===== config.mk =====
export PLATFORM = sky130hd
export DESIGN_NAME = custom_leds_pwm
export DESIGN_NICKNAME = d
export VERILOG_FILES = /design/src/rtl/custom_leds_pwm.sv
export SDC_FILE = /design/constraint.sdc
export NUM_CORES = 1
export LEC_CHECK = 0
export BUFFER_PORTS_ARGS = -buffer_cell sky130_fd_sc_hd__buf_2
export CAP_MARGIN = 10
export CORE_MARGIN = 4
export CORE_UTILIZATION = 60
export CTS_CLUSTER_DIAMETER = 50
export DETAILED_ROUTE_END_ITERATION = 7
export GPL_TIMING_DRIVEN = 0
export PLACE_DENSITY = 0.87
export SLEW_MARGIN = 5
export SYNTH_ARGS = -nofsm -noshare
export SYNTH_HDL_FRONTEND = slang
export SYNTH_HIERARCHICAL = 1
export SYNTH_SLANG_ARGS = --single-unit
export TNS_END_PERCENT = 5

===== constraint.sdc =====
create_clock -name clk -period 5.3 [get_ports clk]
set_input_delay 0.265 -clock clk [delete_from_list [all_inputs] [get_ports clk]]
set_output_delay 0.265 -clock clk [all_outputs]
set_load 0.05 [all_outputs]

===== src/rtl/custom_leds_pwm.sv =====
// Avalon-MM LED controller: per-channel mask and PWM duty, shared prescaler, optional blink.
// Blink logic is present only when CUSTOM_LEDS_PWM_BLINK_EN is defined.

module custom_leds_pwm_lane #(
  parameter int PWM_BITS = 8
) (
  input  logic                clk,
  input  logic                reset,
  input  logic                duty_wr,
  input  logic [PWM_BITS-1:0] wdata,
  input  logic [PWM_BITS-1:0] pwm_cnt,
  input  logic                gate,
  output logic [PWM_BITS-1:0] duty,
  output logic                led
);
  always_ff @(posedge clk) begin
    if (reset) begin
      duty <= '0;
      led  <= 1'b0;
    end else begin
      if (duty_wr) duty <= wdata;
      // all-ones duty is a full-on special case, the compare alone would drop one slot
      led <= gate & ((duty == '1) | (pwm_cnt < duty));
    end
  end
endmodule

module custom_leds_pwm #(
  parameter int NUM_LEDS   = 8,
  parameter int PWM_BITS   = 8,
  parameter int PRESCALE_W = 16,
  parameter int BLINK_W    = 16,
  parameter int ADDR_W     = 4
) (
  input  logic              clk,
  input  logic              reset,
  input  logic [ADDR_W-1:0] avs_s0_address,
  input  logic              avs_s0_read,
  input  logic              avs_s0_write,
  output logic [31:0]       avs_s0_readdata,
  input  logic [31:0]       avs_s0_writedata,
  output logic [NUM_LEDS-1:0] leds
);
  logic                               enable, blink_en, phase_eff;
  logic [NUM_LEDS-1:0]                onmask;
  logic [PRESCALE_W-1:0]              prescale, presc_cnt;
  logic [PWM_BITS-1:0]                pwm_cnt;
  logic [NUM_LEDS-1:0][PWM_BITS-1:0]  duty;
  logic                               wr_ctrl, wr_presc, ctrl_stop, restart, tick, period_end;
  logic                               unused_ok;

  assign wr_ctrl    = avs_s0_write && (avs_s0_address == ADDR_W'(0));
  assign wr_presc   = avs_s0_write && (avs_s0_address == ADDR_W'(2));
  assign ctrl_stop  = wr_ctrl && !avs_s0_writedata[0];
  assign restart    = wr_presc || ctrl_stop;
  assign tick       = enable && (presc_cnt == prescale);
  assign period_end = tick && (pwm_cnt == '1);
  assign unused_ok  = &{1'b0, avs_s0_writedata};

`ifdef CUSTOM_LEDS_PWM_BLINK_EN
  logic [BLINK_W-1:0] blink_period, blink_cnt;
  logic               blink_phase;
`else
  assign blink_en = 1'b0;
`endif

  always_ff @(posedge clk) begin
    if (reset) begin
      enable       <= 1'b0;
      onmask       <= '0;
      prescale     <= '0;
`ifdef CUSTOM_LEDS_PWM_BLINK_EN
      blink_en     <= 1'b0;
      blink_period <= '0;
`endif
    end else if (avs_s0_write) begin
      case (avs_s0_address)
        ADDR_W'(0): begin
          enable <= avs_s0_writedata[0];
`ifdef CUSTOM_LEDS_PWM_BLINK_EN
          blink_en <= avs_s0_writedata[1];
`endif
        end
        ADDR_W'(1): onmask   <= avs_s0_writedata[NUM_LEDS-1:0];
        ADDR_W'(2): prescale <= avs_s0_writedata[PRESCALE_W-1:0];
`ifdef CUSTOM_LEDS_PWM_BLINK_EN
        ADDR_W'(3): blink_period <= avs_s0_writedata[BLINK_W-1:0];
`endif
        default: ;
      endcase
    end
  end

  // timebase restarts from zero whenever prescale is rewritten or the block is stopped
  always_ff @(posedge clk) begin
    if (reset || restart) begin
      presc_cnt <= '0;
      pwm_cnt   <= '0;
    end else if (enable) begin
      presc_cnt <= tick ? '0 : presc_cnt + PRESCALE_W'(1);
      if (tick) pwm_cnt <= pwm_cnt + PWM_BITS'(1);
    end
  end

`ifdef CUSTOM_LEDS_PWM_BLINK_EN
  always_ff @(posedge clk) begin
    if (reset || !blink_en || ctrl_stop) begin
      blink_cnt   <= '0;
      blink_phase <= 1'b1;
    end else if (wr_presc) begin
      blink_cnt <= '0;
    end else if (period_end) begin
      if (blink_cnt == blink_period) begin
        blink_cnt   <= '0;
        blink_phase <= ~blink_phase;
      end else begin
        blink_cnt <= blink_cnt + BLINK_W'(1);
      end
    end
  end
  // clearing blink_en lights the LEDs on the very next edge, not one later
  assign phase_eff = blink_phase | ~blink_en;
`else
  assign phase_eff = 1'b1;
`endif

  for (genvar i = 0; i < NUM_LEDS; i++) begin : g_lane
    custom_leds_pwm_lane #(.PWM_BITS(PWM_BITS)) u_lane (
      .clk     (clk),
      .reset   (reset),
      .duty_wr (avs_s0_write && (avs_s0_address == ADDR_W'(4 + i))),
      .wdata   (avs_s0_writedata[PWM_BITS-1:0]),
      .pwm_cnt (pwm_cnt),
      .gate    (enable & onmask[i] & phase_eff),
      .duty    (duty[i]),
      .led     (leds[i])
    );
  end

  always_comb begin
    avs_s0_readdata = '0;
    if (avs_s0_read) begin
      case (avs_s0_address)
        ADDR_W'(0): avs_s0_readdata[1:0] = {blink_en, enable};
        ADDR_W'(1): avs_s0_readdata[NUM_LEDS-1:0] = onmask;
        ADDR_W'(2): avs_s0_readdata[PRESCALE_W-1:0] = prescale;
`ifdef CUSTOM_LEDS_PWM_BLINK_EN
        ADDR_W'(3): avs_s0_readdata[BLINK_W-1:0] = blink_period;
`endif
        default: begin
          for (int i = 0; i < NUM_LEDS; i++)
            if (avs_s0_address == ADDR_W'(4 + i)) avs_s0_readdata[PWM_BITS-1:0] = duty[i];
        end
      endcase
    end
  end
endmodule


# Word level (Yosys, flattened, before mapping)
# Cells that the tools add are included.
# Widths: inputs -> output; s select.
[totals]
ff_bits = 121
in_bits = 40
output_inout_bits = 40
wordCells = 107
[op_classes]
addsub = 2
n_lt_le_gt_ge = 8
n_eq_ne = 19
muxes = 13
n_bitwise = 24
reduce_logical = 20
[ops]
columns = ["operator", "count"]
rows = [
  ["$mux 8", 9],
  ["$eq 8x8->1 const B", 8],
  ["$lt 8x8->1", 8],
  ["$mux 16", 2],
  ["$pmux 6 s3", 1],
  ["$add 16x1->16 const B", 1],
  ["$and 1x1->1", 16],
  ["$eq 16x16->1", 1],
  ["$eq 4x3->1 const B", 4],
  ["$eq 4x4->1 const B", 4],
  ["$logic_and 1x1->1", 12],
  ["$add 8x1->8 const B", 1],
  ["$or 1x1->1", 8],
  ["$reduce_and 2->1", 4],
  ["$pmux 2 s3", 1],
  ["$eq 4x1->1 const B", 1],
  ["$eq 4x2->1 const B", 1],
  ["$logic_not 4->1", 1],
  ["$logic_or 1x1->1", 2],
  ["$logic_not 1->1", 1],
]

# Longest topological paths before layout
# Gate-level depths: netlist of run 1.
[logic_depth]
ltp_word = 11
ltp_mapped = 8
ltp_nobuf = 6

# By module
# The synthesis of run 1 kept the hierarchy.
[modules_own_cells]
columns = ["module", "instances", "cells_per_inst", "area_per_inst_um2", "seq_area_each_um2"]
rows = [
  ["custom_leds_pwm_lane", 8, 55, 506.7, 180.2],
  ["custom_leds_pwm", 1, 424, 3263.1, 980.9],
]

# Worst setup path before layout of run 1
# OpenSTA, ideal clock, no wires.
[synth_timing]
path_kind = "input -> output"
start = "in avs_s0_address[1]"
end = "out avs_s0_readdata[10]"
t_arrival_ns = 1.768
required_ns = 5.035
path_slack_ns = 3.267
stages = 6
path_buffers = 3
cell_sequence = "clkbuf_1 buf_2 buf_1 nand3_1 nor2_1 and2_1"
[synth_via]
elab_chain_cells = 3
[synth_rtl]
columns = ["element", "line_no", "text"]
rows = [
  ["start: declaration", "37", "input logic [ADDR_W-1:0] avs_s0_address,"],
  ["$eq 4x2->1", "143", "case (avs_s0_address)"],
  ["$mux 8", "143", ""],
  ["$mux 16", "142", "if (avs_s0_read) begin"],
  ["end: declaration", "40", "output logic [31:0] avs_s0_readdata,"],
]
# No other way between the ends.

# Worst setup path in the final report of run 1
[layout_timing]
start = "in avs_s0_address[1]"
end = "out avs_s0_readdata[8]"
# The elaborated chain is that of the path after synthesis.

==> results.py, run 1 <==
metrics = {
    "finish": {
        "stdcell_count": 1100,
        "nets": 1038,
        "area_growth_pct": 14.2,
        "insertedDiodeCount": 0,
        "drive_above_1_share_pct": 14.0,
        "final_common_cell": "dfxtp_1",
        "mostFrequentLayoutCells": "dfxtp_1 (121), nor2_1 (114), mux2i_1 (75)",
    },
    "synth": {
        "avgSynthCellArea_um2": 8.47,
        "synth_edf_count": 0,
        "ys_top_cells_by_area": "dfxtp_1 (33%), mux2i_1 (10%), ha_1 (9.9%), nor2_1 (5.8%), a21oi_1 (4.2%)",
        "synthAdderAreaFrac_pct": 9.92,
        "synth_top_area_share_pct": 33.1,
        "synth-compound-area-share_pct": 12.0,
        "synth_ff_type": "dfxtp_1",
        "yosysTopAreaCell": "dfxtp_1",
        "ys_async_sr_fraction_pct": 0,
        "synth-simple-area-share_pct": 21.4,
        "synth_seq_cells": 121,
        "ys_types": 46,
        "synth-xor-area-share_pct": 3.59,
        "synth_cells": 864,
        "synth_top_family_by_area": "simple AND/OR/NAND/NOR gates",
        "synth_mux_area_share_pct": 12.7,
        "syn-cell-area_um2": 7320,
        "yosysWarnings": 6,
        "ys_seq_area_share_pct": 33.1,
    },
    "pwr": {
        "clkPwrFrac_pct": 50.8,
        "p_sw_share_pct": 26.5,
        "leakage_nw": 3.14,
        "seqPwrFrac_pct": 40.6,
        "internal_power_w": 0.00168,
        "vdd_drop_max_mv": 0.236,
        "p_per_area_nw_per_um2": 274,
        "pwr-share-comb_pct": 8.6,
        "power_switching_w": 0.000608,
    },
    "sta": {
        "finalClockSkew_ns": 0.0119,
        "finalCritPeriodShare_pct": 48.5,
        "slew_violations": 0,
        "slew_headroom_pct": 40.0,
        "final-setup-viol-count": 0,
        "hold_viol_final": 0,
        "fmax_mhz": 389,
        "rsz0062_at_grt": "no",
        "worst_pin_slew_ns": 0.893,
        "tns_ns": 0,
        "post-route-min-period_ns": 2.57,
    },
    "critical_path": {
        "crit_type": "input port to output port",
        "cp.required_ns": 5.04,
        "worstReg2RegStart": "presc_cnt[6]",
        "crit_arrival_ns": 2.31,
        "path_max_fanout": 10,
        "start_kind": "input port",
        "rrSetupSlack_ns": 3.17,
        "cpMostUsedCell": "buf_2",
        "regToRegEndpoint": "presc_cnt[14]",
        "path_cells": "clkbuf_1, buf_2, buf_1, nand3_1, nor2_1, and2_1, buf_2",
        "cp_slowest_stage_delay_ns": 0.38,
        "end_kind": "output port",
        "reg2reg_depth": 6,
        "slowest_stage": "nor2_1",
    },
    "min_path": {
        "hold_class": "input port to register",
        "hold_depth": 3,
        "whs_endpoint": "prescale[14]",
        "hp-start": "avs_s0_writedata[14]",
    },
    "global_routing": {
        "grt.total_usage_pct": 29.7,
        "grt_pass1_wl_um": 33100,
        "antenna_found_initial": 0,
        "first_global_vias": 6606,
        "grt-ovfl-total": 0,
        "grt_max_degree": 17,
    },
    "clock_network": {
        "cts_hold_buf": 0,
        "clk_latency_ns": 0.43,
        "cts.sinks": 121,
        "cts_setup_buffers": 0,
        "clk_pin_slew_ns": 0.06,
        "cts.repair.resized": 0,
        "numCtsBuffers": 17,
        "cts-root-buf": "clkbuf_16",
        "cts_tree": "done",
        "h-tree-depth": 4,
        "clockBufferDepth": 2,
    },
    "die": {
        "start_util_pct": 61.2,
        "fp-row-count": 40,
        "ioPinCount": 80,
        "dieHeight_um": 118,
        "core-area_um2": 12000,
        "die_x_um": 118,
        "dieArea_um2": 14000,
    },
    "drt": {
        "wl_per_cell_um": 18.8,
        "vias": 6690,
        "vias_per_cell": 6.08,
        "drt_wl_total_um": 20700,
        "drtAntennaViolNets": 0,
        "drc": 0,
        "drtPass1Iterations": 6,
        "drtIter0Drc": 737,
    },
    "placement": {
        "gp_congestion": 0.955,
        "io_buffers": 42,
        "dp_hpwl_um": 14200,
        "place_inst": 1068,
    },
    "job": {
        "drv_cap": 0,
    },
    "run_status": {
        "outcome": "finished clean",
    },
}
==> synthesized netlist by cell type, drive strengths merged (2+ instances only) <==
master / number
mux4: 8
or2: 10
a21oi: 61
o221ai: 8
nand3: 10
inv: 58
or4: 2
nand2: 66
buf: 33
o21ai: 19
or3: 10
nand4: 33
xnor2: 20
and3: 5
nor2b: 12
xor2: 10
nor3: 14
o211a: 8
a2111oi: 8
and2: 17
nor4: 4
clkbuf: 26
nand4b: 2
nor2: 114
o41ai: 10
o31ai: 2
nand2b: 22
ha: 58
a211oi: 9
dfxtp: 121
o22ai: 2
mux2i: 75
==> per-stage QoR <==
| step | power (W) | instance area [um^2] | setup WS (ns) | util [%] | hold WS [ns] |
|---|---|---|---|---|---|
| after floorplan | 0.00109 | 7370 | 3.27 | - | 0.401 |
| after global placement | 0.00114 | 7770 | 2.80 | 64.9 | 0.471 |
| after detailed placement | 0.00114 | 7770 | 2.75 | 64.9 | 0.472 |
| after CTS | 0.00229 | 8360 | 2.75 | 69.9 | 0.0616 |
| after global routing | 0.00235 | 8360 | 2.50 | 69.9 | 0.0884 |
| final | 0.00229 | 8360 | 2.73 | 69.9 | 0.0743 |
==> routing by layer <==
metal	part of all wire, %	wire (um)	vias up	global-route usage (%)
met1	39	8030	3046	35.6
met3	9.8	2030	113	7.56
met2	45	9350	392	47.7
met5	0	0	-	0
li1	-	-	3139	-
met4	6.2	1280	0	18.6
==> critical path: cells and delay by family <==
family | cells | cell delay (ns)
buffers and inverters | 4 | 1.33
and+or+nand+nor | 3 | 0.71
==> final cells by class <==
cell class / instances / area, um^2
multi-input cells: 640 / 4420
repair buffers: 42 / 210
well taps: 147 / 184
flip-flops and latches: 121 / 2420
fillers: 874 / 3600
inverters: 59 / 221
clock buffers: 18 / 429
clock inverters: 14 / 163
plain buffers: 59 / 312
==> registers in the layout, indices dropped and copies added (netlist names) <==
| name | flops |
|---|---|
| enable | 1 |
| pwm_cnt | 8 |
| g_lane.u_lane/led | 8 |
| g_lane.u_lane/duty | 64 |
| prescale | 16 |
| presc_cnt | 16 |
| onmask | 8 |
==> worst max path at each step <==
stage / start / end / slack (ns) / cells past startpoint
final: avs_s0_address[1] / avs_s0_readdata[8] / 2.73 / 7
after global routing: avs_s0_address[1] / avs_s0_readdata[10] / 2.50 / 7
after CTS: avs_s0_address[1] / avs_s0_readdata[15] / 2.75 / 7
after detailed placement: avs_s0_address[1] / avs_s0_readdata[15] / 2.75 / 7
after global placement: avs_s0_address[1] / avs_s0_readdata[15] / 2.80 / 7
after floorplan: avs_s0_address[1] / avs_s0_readdata[10] / 3.27 / 6
==> power groups by stage <==
| stage | combinational [W] | sequential (W) | clock, W |
|---|---|---|---|
| after floorplan | 0.000141 | 0.000945 | 0 |
| after global placement | 0.000188 | 0.000948 | 0 |
| after detailed placement | 0.000191 | 0.000948 | 0 |
| after CTS | 0.000193 | 0.000929 | 0.00117 |
| after global routing | 0.000211 | 0.000930 | 0.00121 |
| final | 0.000197 | 0.000929 | 0.00116 |
==> cells by family (layout without fill, tap and decap cells) <==
group / after synthesis / in the layout
simple gates: 323 / 323
compound gates: 130 / 130
flops: 121 / 121
buf+inv: 118 / 192
mux: 83 / 83
fa+ha+maj: 58 / 58
xor+xnor: 30 / 30
other cells: 1 / 16
Power figures use the tool's default switching activity.
==> run 2: changes to the inputs <==
==> constraint.sdc (replaced) <==
create_clock -name clk -period 2.5 [get_ports clk]
set_input_delay 0.125 -clock clk [delete_from_list [all_inputs] [get_ports clk]]
set_output_delay 0.125 -clock clk [all_outputs]
set_load 0.05 [all_outputs]
==> run 2 against run 1 <==
Utilization increased by 0.69 points. Largest cell class unchanged. Highest routed layer unchanged. First-iteration DRC count down 7.2%. Critical path type unchanged. Cell area rose by 0.99%. Worst hold slack lost 0.029 ns. Cell count rose by 0.73%. Total power is 110% higher. Sequential cell count stayed put.
==> results.py, run 2 (synthesis gave the netlist of run 1 again) <==
metrics = {
    "die": {
        "core-area_um2": 12000,
        "ioPinCount": 80,
        "fp-row-count": 40,
        "start_util_pct": 61.2,
        "die_x_um": 118,
        "dieHeight_um": 118,
        "dieArea_um2": 14000,
    },
    "drt": {
        "drc": 0,
        "wl_per_cell_um": 18.8,
        "drtIter0Drc": 684,
        "drtPass1Iterations": 5,
        "drt_wl_total_um": 20900,
        "vias_per_cell": 6.07,
        "vias": 6730,
        "drtAntennaViolNets": 0,
    },
    "critical_path": {
        "path_max_fanout": 10,
        "crit_arrival_ns": 2.12,
        "crit_type": "input port to output port",
        "start_kind": "input port",
        "cp.required_ns": 2.38,
        "end_kind": "output port",
    },
    "pwr": {
        "vdd_drop_max_mv": 0.499,
        "internal_power_w": 0.00358,
        "clkPwrFrac_pct": 50.7,
        "leakage_nw": 3.17,
        "seqPwrFrac_pct": 40.5,
        "pwr-share-comb_pct": 8.8,
        "p_sw_share_pct": 26.5,
        "p_per_area_nw_per_um2": 577,
        "power_switching_w": 0.00129,
    },
    "clock_network": {
        "cts_setup_buffers": 0,
        "numCtsBuffers": 17,
        "cts.sinks": 121,
        "clk_latency_ns": 0.43,
        "clk_pin_slew_ns": 0.06,
        "cts_tree": "done",
        "cts-root-buf": "clkbuf_16",
        "h-tree-depth": 4,
        "clockBufferDepth": 2,
    },
    "sta": {
        "final-setup-viol-count": 0,
        "worst_pin_slew_ns": 0.864,
        "slew_violations": 0,
        "finalCritPeriodShare_pct": 89.7,
        "tns_ns": 0,
        "slew_headroom_pct": 42.0,
        "finalClockSkew_ns": 0.0104,
        "fmax_mhz": 446,
        "hold_viol_final": 0,
        "post-route-min-period_ns": 2.24,
        "rsz0062_at_grt": "no",
    },
    "finish": {
        "fin_area_um2": 8440,
        "insertedDiodeCount": 0,
        "nets": 1046,
        "mostFrequentLayoutCells": "dfxtp_1 (121), nor2_1 (113), mux2i_1 (75)",
        "stdcell_count": 1108,
        "largest_reg_flops": 64,
        "final_common_cell": "dfxtp_1",
        "drive_above_1_share_pct": 13.9,
        "nFillCells": 859,
        "multi_input_area_um2": 4420,
        "top_register": "g_lane.u_lane/duty",
        "reg.largest.list": "g_lane.u_lane/duty: 64 flops, presc_cnt: 16 flops, prescale: 16 flops",
        "area_growth_pct": 15.4,
        "final-seq-area_um2": 2420,
    },
    "global_routing": {
        "antenna_found_initial": 0,
        "grt.total_usage_pct": 30.0,
        "grt_max_degree": 17,
        "grt_pass1_wl_um": 33400,
        "first_global_vias": 6655,
        "grt-ovfl-total": 0,
    },
    "placement": {
        "io_buffers": 42,
        "gp_congestion": 0.955,
        "placed_cell_area_um2": 7770,
        "dp_hpwl_um": 14200,
        "place_inst": 1068,
    },
    "job": {
        "drv_cap": 0,
    },
    "min_path": {
        "hold_class": "input port to register",
    },
    "run_status": {
        "outcome": "finished clean",
    },
}
==> run 2: cell types whose count changed in the layout (fill, tap and decap cells not counted), sizes merged <==
cell | previous run | this run
dlygate4sd3 | 0 | 8
==> run 2: cell type report <==
type	count	share of cell area, %
multi-input combinational	640	52.4
sequential	121	28.7
clock buffer	18	5.08
buffer	59	3.69
timing repair buffer	50	3.44
inverter	59	2.62
tap	147	2.18
clock inverter	14	1.93
==> run 2: per-layer routing <==
metal | share of wire [%] | global-route usage, %
met4 | 6.4 | 18.6
met3 | 9.0 | 7.61
met1 | 39 | 35.7
met5 | 0 | 0
met2 | 46 | 48.4
==> run 2: critical path, stage by stage <==
cell and delay (ns):
clkbuf_1 0.38, buf_2 0.34, buf_1 0.36, nand3_1 0.15, nor2_2 0.29, and2_1 0.20
buf_2 0.26
==> run 2: power by group through the flow <==
| stage | logic, W | clock network, W | registers, W |
|---|---|---|---|
| 5_1_grt | 0.000459 | 0.00257 | 0.00197 |
| 4_1_cts | 0.000419 | 0.00249 | 0.00197 |
| 2_1_floorplan | 0.000300 | 0 | 0.00200 |
| 3_5_place_dp | 0.000405 | 0 | 0.00201 |
| 3_3_place_gp | 0.000398 | 0 | 0.00201 |
| 6_report | 0.000429 | 0.00247 | 0.00197 |
==> run 2: final timing paths <==
check	from	to	slack, ns	depth (start not counted)
setup / recovery	avs_s0_address[1]	avs_s0_readdata[8]	0.26	7
hold / removal	reset	g_lane[7].u_lane/duty[3]	0.05	2
setup reg to reg	presc_cnt[6]	presc_cnt[14]	0.37	6
hold reg to reg	prescale[9]	prescale[9]	0.49	2
==> run 2: stage by stage <==
step	total power (W)	hold slack [ns]	util, %	setup WS, ns
2_1_floorplan	0.00230	0.261	-	0.740
3_3_place_gp	0.00241	0.370	64.9	0.282
3_5_place_dp	0.00242	0.371	64.9	0.235
4_1_cts	0.00487	0.0394	70.6	0.230
5_1_grt	0.00500	0.0501	70.6	0.0683
6_report	0.00487	0.0454	70.6	0.257
==> run 2: repair_timing <==
action | in CTS | in global routing
setup endpoints to repair | 0 | 1
resized for setup | 0 | 1
hold buffers | 8 | 0
hold endpoints to repair | 8 | 0
